[config.mk]
export PLATFORM = sky130hd
export DESIGN_NAME = mem_port_ctrl_flat
export DESIGN_NICKNAME = d
export VERILOG_FILES = /design/src/rtl/mem_port_ctrl_if.sv /design/src/rtl/mem_port_ctrl.sv /design/src/flat_wrapper.sv
export SDC_FILE = /design/constraint.sdc
export NUM_CORES = 1
export LEC_CHECK = 0
export ABC_AREA = 1
export CORE_MARGIN = 2
export CORE_UTILIZATION = 42
export CTS_CLUSTER_SIZE = 24
export DETAILED_ROUTE_END_ITERATION = 10
export PLACE_DENSITY = 0.81
export SKIP_CTS_REPAIR_TIMING = 1
export SYNTH_ARGS = -nofsm -noshare
export SYNTH_HDL_FRONTEND = slang
export SYNTH_SLANG_ARGS = --single-unit
[constraint.sdc]
create_clock -name clk -period 1.8 [get_ports clk]
set_clock_uncertainty 0.05 [all_clocks]
set_input_delay 0.36 -clock clk [delete_from_list [all_inputs] [get_ports clk]]
set_output_delay 0.36 -clock clk [all_outputs]
set_load 0.02 [all_outputs]
[src/rtl/mem_port_ctrl_if.sv]
// Purpose : bundles the IF/MEM request/response handshakes and the memory port of mem_port_ctrl.
// Latency : none; this is wiring only.
// Backpr. : requesters hold *_req until *_ready is seen high at a rising edge.
// Ports   : fetch_* (IF stage), data_* (MEM stage), MemRead/MemWrite/func3/addr/data_in/data_out (memory).
// Modports: slave = the controller, master = requesters and memory model.
interface mem_port_ctrl_if #(
   parameter int ADDR_W = 8,
   parameter int DATA_W = 32
);
   logic              fetch_req;
   logic [ADDR_W-1:0] fetch_pc;
   logic              fetch_ready;
   logic              fetch_valid;
   logic [DATA_W-1:0] fetch_inst;
   logic              fetch_err;

   logic              data_req;
   logic              data_we;
   logic [2:0]        data_func3;
   logic [ADDR_W-1:0] data_addr;
   logic [DATA_W-1:0] data_wdata;
   logic              data_ready;
   logic              data_valid;
   logic [DATA_W-1:0] data_rdata;
   logic              data_err;

   logic              MemRead;
   logic              MemWrite;
   logic [2:0]        func3;
   logic [ADDR_W-1:0] addr;
   logic [DATA_W-1:0] data_in;
   logic [DATA_W-1:0] data_out;

   modport slave (
      input  fetch_req, fetch_pc,
      output fetch_ready, fetch_valid, fetch_inst, fetch_err,
      input  data_req, data_we, data_func3, data_addr, data_wdata,
      output data_ready, data_valid, data_rdata, data_err,
      output MemRead, MemWrite, func3, addr, data_in,
      input  data_out
   );

   modport master (
      output fetch_req, fetch_pc,
      input  fetch_ready, fetch_valid, fetch_inst, fetch_err,
      output data_req, data_we, data_func3, data_addr, data_wdata,
      input  data_ready, data_valid, data_rdata, data_err,
      input  MemRead, MemWrite, func3, addr, data_in,
      output data_out
   );
endinterface

[src/rtl/mem_port_ctrl.sv]
// Purpose : arbitrates IF fetches and MEM loads/stores onto the single inst/data memory port,
//           rejecting misaligned or illegal-func3 accesses before they reach memory.
// Latency : accept in k, memory driven in k+1, valid pulse in k+2; rejected requests pulse valid+err in k+1.
// Backpr. : ready is low during the access cycle; data beats fetch when both request in IDLE.
// Ports   : clk, rst (sync, active-high), bus (mem_port_ctrl_if.slave).
module mem_port_ctrl #(
   parameter int ADDR_W      = 8,
   parameter int DATA_W      = 32,
   parameter bit CHECK_ALIGN = 1'b1
) (
   input logic            clk,
   input logic            rst,
   mem_port_ctrl_if.slave bus
);
   localparam logic [2:0] F3_LSB  = 3'd0;
   localparam logic [2:0] F3_LSH  = 3'd1;
   localparam logic [2:0] F3_LSW  = 3'd2;
   localparam logic [2:0] F3_LSBU = 3'd4;
   localparam logic [2:0] F3_LSHU = 3'd5;

   typedef enum logic {IDLE = 1'b0, ACCESS = 1'b1} state_t;

   state_t state, state_nxt;

   // latched command driving the ACCESS cycle
   logic              cmd_fetch;
   logic              cmd_we;
   logic [2:0]        cmd_func3;
   logic [ADDR_W-1:0] cmd_addr;
   logic [DATA_W-1:0] cmd_wdata;

   logic              fetch_valid_q, fetch_err_q;
   logic [DATA_W-1:0] fetch_inst_q;
   logic              data_valid_q, data_err_q;
   logic [DATA_W-1:0] data_rdata_q;

   logic              take_data, take_fetch;
   logic              data_bad, fetch_bad, f3_bad, size_bad;
   logic              fetch_ready_c, data_ready_c;
   logic              mem_read_c, mem_write_c;
   logic [2:0]        func3_c;
   logic [ADDR_W-1:0] addr_c;
   logic [DATA_W-1:0] data_in_c;

   // Legality of the incoming requests. Alignment also guarantees that a
   // multi-byte access never straddles the top of the byte address space.
   always_comb begin
      f3_bad   = 1'b0;
      size_bad = 1'b0;
      if (bus.data_we)
         f3_bad = !(bus.data_func3 inside {F3_LSB, F3_LSH, F3_LSW});
      else
         f3_bad = !(bus.data_func3 inside {F3_LSB, F3_LSH, F3_LSW, F3_LSBU, F3_LSHU});
      if (CHECK_ALIGN) begin
         case (bus.data_func3)
            F3_LSH, F3_LSHU: size_bad = bus.data_addr[0];
            F3_LSW:          size_bad = |bus.data_addr[1:0];
            default:         size_bad = 1'b0;
         endcase
      end
      data_bad  = f3_bad | size_bad;
      fetch_bad = CHECK_ALIGN && (|bus.fetch_pc[1:0]);
   end

   // FSM next state and all combinational outputs
   always_comb begin
      state_nxt     = state;
      take_data     = 1'b0;
      take_fetch    = 1'b0;
      data_ready_c  = 1'b0;
      fetch_ready_c = 1'b0;
      mem_read_c    = 1'b0;
      mem_write_c   = 1'b0;
      func3_c       = 3'd0;
      addr_c        = '0;
      data_in_c     = '0;
      case (state)
         IDLE: begin
            data_ready_c  = 1'b1;
            // data belongs to the older instruction, so it wins
            fetch_ready_c = !bus.data_req;
            take_data     = bus.data_req;
            take_fetch    = bus.fetch_req && !bus.data_req;
            if ((take_data && !data_bad) || (take_fetch && !fetch_bad))
               state_nxt = ACCESS;
         end
         ACCESS: begin
            state_nxt = IDLE;
            addr_c    = cmd_addr;
            // a fetch reads the word at addr with both strobes low
            if (!cmd_fetch) begin
               func3_c     = cmd_func3;
               mem_read_c  = !cmd_we;
               mem_write_c = cmd_we;
               if (cmd_we)
                  data_in_c = cmd_wdata;
            end
         end
         default: state_nxt = IDLE;
      endcase
   end

   always_ff @(posedge clk) begin
      if (rst)
         state <= IDLE;
      else
         state <= state_nxt;
   end

   always_ff @(posedge clk) begin
      if (rst) begin
         cmd_fetch     <= 1'b0;
         cmd_we        <= 1'b0;
         cmd_func3     <= 3'd0;
         cmd_addr      <= '0;
         cmd_wdata     <= '0;
         fetch_valid_q <= 1'b0;
         fetch_err_q   <= 1'b0;
         fetch_inst_q  <= '0;
         data_valid_q  <= 1'b0;
         data_err_q    <= 1'b0;
         data_rdata_q  <= '0;
      end else begin
         fetch_valid_q <= 1'b0;
         fetch_err_q   <= 1'b0;
         data_valid_q  <= 1'b0;
         data_err_q    <= 1'b0;
         if (take_data) begin
            cmd_fetch <= 1'b0;
            cmd_we    <= bus.data_we;
            cmd_func3 <= bus.data_func3;
            cmd_addr  <= bus.data_addr;
            cmd_wdata <= bus.data_wdata;
            if (data_bad) begin
               data_valid_q <= 1'b1;
               data_err_q   <= 1'b1;
               data_rdata_q <= '0;
            end
         end else if (take_fetch) begin
            cmd_fetch <= 1'b1;
            cmd_we    <= 1'b0;
            cmd_func3 <= 3'd0;
            cmd_addr  <= bus.fetch_pc;
            cmd_wdata <= '0;
            if (fetch_bad) begin
               fetch_valid_q <= 1'b1;
               fetch_err_q   <= 1'b1;
               fetch_inst_q  <= '0;
            end
         end
         if (state == ACCESS) begin
            if (cmd_fetch) begin
               fetch_valid_q <= 1'b1;
               fetch_inst_q  <= bus.data_out;
            end else begin
               data_valid_q <= 1'b1;
               data_rdata_q <= cmd_we ? '0 : bus.data_out;
            end
         end
      end
   end

   assign bus.fetch_ready = fetch_ready_c;
   assign bus.fetch_valid = fetch_valid_q;
   assign bus.fetch_inst  = fetch_inst_q;
   assign bus.fetch_err   = fetch_err_q;
   assign bus.data_ready  = data_ready_c;
   assign bus.data_valid  = data_valid_q;
   assign bus.data_rdata  = data_rdata_q;
   assign bus.data_err    = data_err_q;
   assign bus.MemRead     = mem_read_c;
   assign bus.MemWrite    = mem_write_c;
   assign bus.func3       = func3_c;
   assign bus.addr        = addr_c;
   assign bus.data_in     = data_in_c;
endmodule

[src/flat_wrapper.sv]
// flat-port wrapper written by rule: the top's interface ports become plain ports
module mem_port_ctrl_flat 
#(
   parameter int ADDR_W      = 8,
   parameter int DATA_W      = 32,
   parameter bit CHECK_ALIGN = 1'b1
)
  (clk, rst, bus_fetch_req, bus_fetch_pc, bus_fetch_ready, bus_fetch_valid, bus_fetch_inst, bus_fetch_err, bus_data_req, bus_data_we, bus_data_func3, bus_data_addr, bus_data_wdata, bus_data_ready, bus_data_valid, bus_data_rdata, bus_data_err, bus_MemRead, bus_MemWrite, bus_func3, bus_addr, bus_data_in, bus_data_out);
  mem_port_ctrl_if #(.ADDR_W(ADDR_W), .DATA_W(DATA_W)) bus_i ();
  input logic clk;
  input logic rst;
  input wire logic [$bits(bus_i.fetch_req)-1:0] bus_fetch_req;
  input wire logic [$bits(bus_i.fetch_pc)-1:0] bus_fetch_pc;
  output wire logic [$bits(bus_i.fetch_ready)-1:0] bus_fetch_ready;
  output wire logic [$bits(bus_i.fetch_valid)-1:0] bus_fetch_valid;
  output wire logic [$bits(bus_i.fetch_inst)-1:0] bus_fetch_inst;
  output wire logic [$bits(bus_i.fetch_err)-1:0] bus_fetch_err;
  input wire logic [$bits(bus_i.data_req)-1:0] bus_data_req;
  input wire logic [$bits(bus_i.data_we)-1:0] bus_data_we;
  input wire logic [$bits(bus_i.data_func3)-1:0] bus_data_func3;
  input wire logic [$bits(bus_i.data_addr)-1:0] bus_data_addr;
  input wire logic [$bits(bus_i.data_wdata)-1:0] bus_data_wdata;
  output wire logic [$bits(bus_i.data_ready)-1:0] bus_data_ready;
  output wire logic [$bits(bus_i.data_valid)-1:0] bus_data_valid;
  output wire logic [$bits(bus_i.data_rdata)-1:0] bus_data_rdata;
  output wire logic [$bits(bus_i.data_err)-1:0] bus_data_err;
  output wire logic [$bits(bus_i.MemRead)-1:0] bus_MemRead;
  output wire logic [$bits(bus_i.MemWrite)-1:0] bus_MemWrite;
  output wire logic [$bits(bus_i.func3)-1:0] bus_func3;
  output wire logic [$bits(bus_i.addr)-1:0] bus_addr;
  output wire logic [$bits(bus_i.data_in)-1:0] bus_data_in;
  input wire logic [$bits(bus_i.data_out)-1:0] bus_data_out;
  assign bus_i.fetch_req = bus_fetch_req;
  assign bus_i.fetch_pc = bus_fetch_pc;
  assign bus_fetch_ready = bus_i.fetch_ready;
  assign bus_fetch_valid = bus_i.fetch_valid;
  assign bus_fetch_inst = bus_i.fetch_inst;
  assign bus_fetch_err = bus_i.fetch_err;
  assign bus_i.data_req = bus_data_req;
  assign bus_i.data_we = bus_data_we;
  assign bus_i.data_func3 = bus_data_func3;
  assign bus_i.data_addr = bus_data_addr;
  assign bus_i.data_wdata = bus_data_wdata;
  assign bus_data_ready = bus_i.data_ready;
  assign bus_data_valid = bus_i.data_valid;
  assign bus_data_rdata = bus_i.data_rdata;
  assign bus_data_err = bus_i.data_err;
  assign bus_MemRead = bus_i.MemRead;
  assign bus_MemWrite = bus_i.MemWrite;
  assign bus_func3 = bus_i.func3;
  assign bus_addr = bus_i.addr;
  assign bus_data_in = bus_i.data_in;
  assign bus_i.data_out = bus_data_out;
  mem_port_ctrl #(.ADDR_W(ADDR_W), .DATA_W(DATA_W), .CHECK_ALIGN(CHECK_ALIGN)) u_core (.clk(clk), .rst(rst), .bus(bus_i));
endmodule
==> flow_metrics.env <==
export IMPL_maxSlewViolCount=0
export IMPL_rsz0062_at_grt="true"
export IMPL_fp_row_count=37
export IMPL_ys_ff_latch=114
export IMPL_register_area_um2=2280
export IMPL_synth_top_area_cell="dfxtp_1"
export IMPL_arrival_ps=1730
export IMPL_yosysTopAreaCellShare_pct=50.7
export IMPL_die_w_um=108
export IMPL_place_detailed_hpwl_um=10400
export IMPL_clkTransAtPathRegs_ps=60
export IMPL_dp_cells=953
export IMPL_cap_viol_max_count=0
export IMPL_core_um2=10400
export IMPL_p_total_uw=6990
export IMPL_drt_initial_drc_count=283
export IMPL_drt_wl_total_um=15300
export IMPL_final_common_cell="nand2_1"
export IMPL_die_h_um=108
export IMPL_status="finished with violations"
export IMPL_critPathKind="reg2out"
export IMPL_rr_endpoint="u_core.bus.data_rdata[18]$_SDFF_PP0_"
export IMPL_reg2reg_depth=7
export IMPL_cts_root_buf="clkbuf_8"
export IMPL_cts_buffers=17
export IMPL_drc=0
export IMPL_initial_core_util_pct=43.4
export IMPL_nFillCells=732
export IMPL_cp_endpoint="bus_data_in[10]"
export IMPL_relSlewSlack_pct=76.2
export IMPL_postSynthAreaPerCell_um2=7.16
export IMPL_multi_input_area_um2=2080
export IMPL_startpoint_type="flip-flop"
export IMPL_ys_warn_count=0
export IMPL_cts_tree="yes"
export IMPL_end_kind="primary output"
export IMPL_fin_nets=927
export IMPL_num_vias=5026
export IMPL_grt_max_degree=51
export IMPL_finalNonFillerCells=988
export IMPL_hold_class="in2reg"
export IMPL_irDropWorstVdd_mv=0.549
export IMPL_cp_required_ps=1390
export IMPL_antenna_found_initial=0
export IMPL_synth_distinct_cells=18
export IMPL_viasPerCell=5.09
export IMPL_drive_gt1_share_pct=18.4
export IMPL_cts_sinks=114
export IMPL_num_antenna_cells=0
export IMPL_fin_hold_ws_ps=172
export IMPL_cts_max_level=4
export IMPL_grt_ovfl_total=0
export IMPL_p_leak_uw=0.00419
export IMPL_finalHoldViolations=0
export IMPL_finalCritPeriodShare_pct=119
export IMPL_crit_fanout=13
export IMPL_powerDensity_nw_per_um2=882
export IMPL_grt_pass1_wl_um=23400
export IMPL_syn_cell_area_um2=4500
export IMPL_grt_use_total_pct=25.7
export IMPL_io_buffer_count=202
export IMPL_netlist_instances=629
export IMPL_clockBufferDepth=2
export IMPL_setup_violations=37
export IMPL_dieArea_um2=11600
export IMPL_gp_congestion=0.864
export IMPL_routedWlPerCell_um=15.5
export IMPL_worst_pin_slew_ps=358
export IMPL_synth_seq_area_share_pct=50.7
export IMPL_layout_setup_ws_ps=-336
export IMPL_r2r_start="u_core.state$_SDFF_PP0_"
export IMPL_synth_nets=717
export IMPL_syn_to_final_growth_pct=76.1
export IMPL_period_needed_ps=2140
export IMPL_drt_first_pass_iters=6
export IMPL_grt_pass1_vias=5015
export IMPL_final_cell_mix="178 x nand2_1, 113 x dfxtp_1, 111 x a21oi_1"
export IMPL_final_util_pct=76.5
export IMPL_synthTopCellsByArea="dfxtp_1 51%, nand2_1 15%, a21oi_1 12%"
export IMPL_rrSetupSlack_ps=150
export IMPL_pin_count=203
export IMPL_crit_start="u_core.state$_SDFF_PP0_"
export IMPL_worst_skew_pair_late_latency_ps=510
export IMPL_antenna_left=0
export IMPL_violations="setup timing"
export IMPL_fmax_ghz=0.468
==> worst max-delay path, cell delays in order (launching register included) <==
cell	delay (ps)
dfxtp_2	350
inv_4	30
or2_4	240
nor2_4	120
inv_4	70
buf_12	170
nor2_4	110
buf_6	120
==> synth_stat cells <==
cell	instances
nand2_1	178
dfxtp_1	114
a21oi_1	111
nand3_1	66
inv_1	50
nor2_1	42
clkbuf_1	24
buf_2	19
o21ai_0	10
buf_1	3
inv_2	3
nor2_2	2
nor3_1	2
nand2_2	1
nand3_2	1
nor2_4	1
o21ai_2	1
or2_1	1
==> flip-flops by register name (all words and copies together) (netlist names) <==
name	count
u_core.bus.data_rdata	32
u_core.bus.fetch_inst	32
u_core.cmd_wdata	32
u_core.cmd_addr	8
u_core.cmd_func3	3
u_core.bus.data_err	1
u_core.bus.data_valid	1
u_core.bus.fetch_err	1
u_core.bus.fetch_valid	1
u_core.cmd_fetch	1
u_core.cmd_we	1
u_core.state	1
==> routing by layer <==
| layer | share of wire [%] | vias up | GRT usage [%] |
|---|---|---|---|
| li1 | - | 2429 | - |
| met1 | 38 | 2360 | 27.5 |
| met2 | 51 | 210 | 45.6 |
| met3 | 8.8 | 27 | 9.75 |
| met4 | 2.1 | 0 | 10.1 |
| met5 | 0 | - | 0 |
==> final cells by class <==
class,instances,share of cell area (%)
Clock buffer,21,5.79
Clock inverter,11,2.22
Inverter,53,2.57
Multi-Input combinational cell,416,26.2
Sequential cell,114,28.8
Tap cell,136,2.15
Timing Repair Buffer,237,32.3
==> how the worst min path moves through the flow <==
stage,startpoint,end,slack [ps],cells past startpoint
floorplan,u_core.cmd_func3[0]$_SDFFE_PP0P_,u_core.cmd_func3[0]$_SDFFE_PP0P_,390,2
global placement,u_core.cmd_wdata[4]$_SDFFE_PP0P_,u_core.cmd_wdata[4]$_SDFFE_PP0P_,400,2
detailed placement,u_core.cmd_wdata[7]$_SDFFE_PP0P_,u_core.cmd_wdata[7]$_SDFFE_PP0P_,400,2
CTS,rst,u_core.bus.fetch_inst[3]$_SDFF_PP0_,150,2
global route,rst,u_core.bus.data_rdata[12]$_SDFF_PP0_,170,2
finish,rst,u_core.bus.data_rdata[12]$_SDFF_PP0_,170,2
==> metrics by stage <==
step	cell area (um2)	setup TNS, ps	worst slack (ps)
final	7930	-11060	-336
after global routing	7930	-13220	-387
after CTS	7720	-40550	-874
after detailed placement	7090	-17360	-311
after global placement	7090	-13010	-270
after floorplan	4790	0	2.91
==> kinds of logic (layout without fill, tap and decap cells) <==
family / count (synthesis) / in the layout / synth area share [%]
AND/OR/NAND/NOR: 294 / 294 / 26.9
buffers and inverters: 99 / 322 / 8.78
flip-flops: 114 / 114 / 50.7
AO/OA/AOI/OAI: 122 / 122 / 13.6
==> where the power goes <==
group	internal (uW)	leakage (uW)	switching [uW]	total (uW)
sequential	2620	0.000928	47.0	2660
clock	2370	0.000297	1180	3540
combinational	376	0.00296	412	788
total	5360	0.00419	1640	6990
No activity file was read; power rests on OpenSTA's default activity.
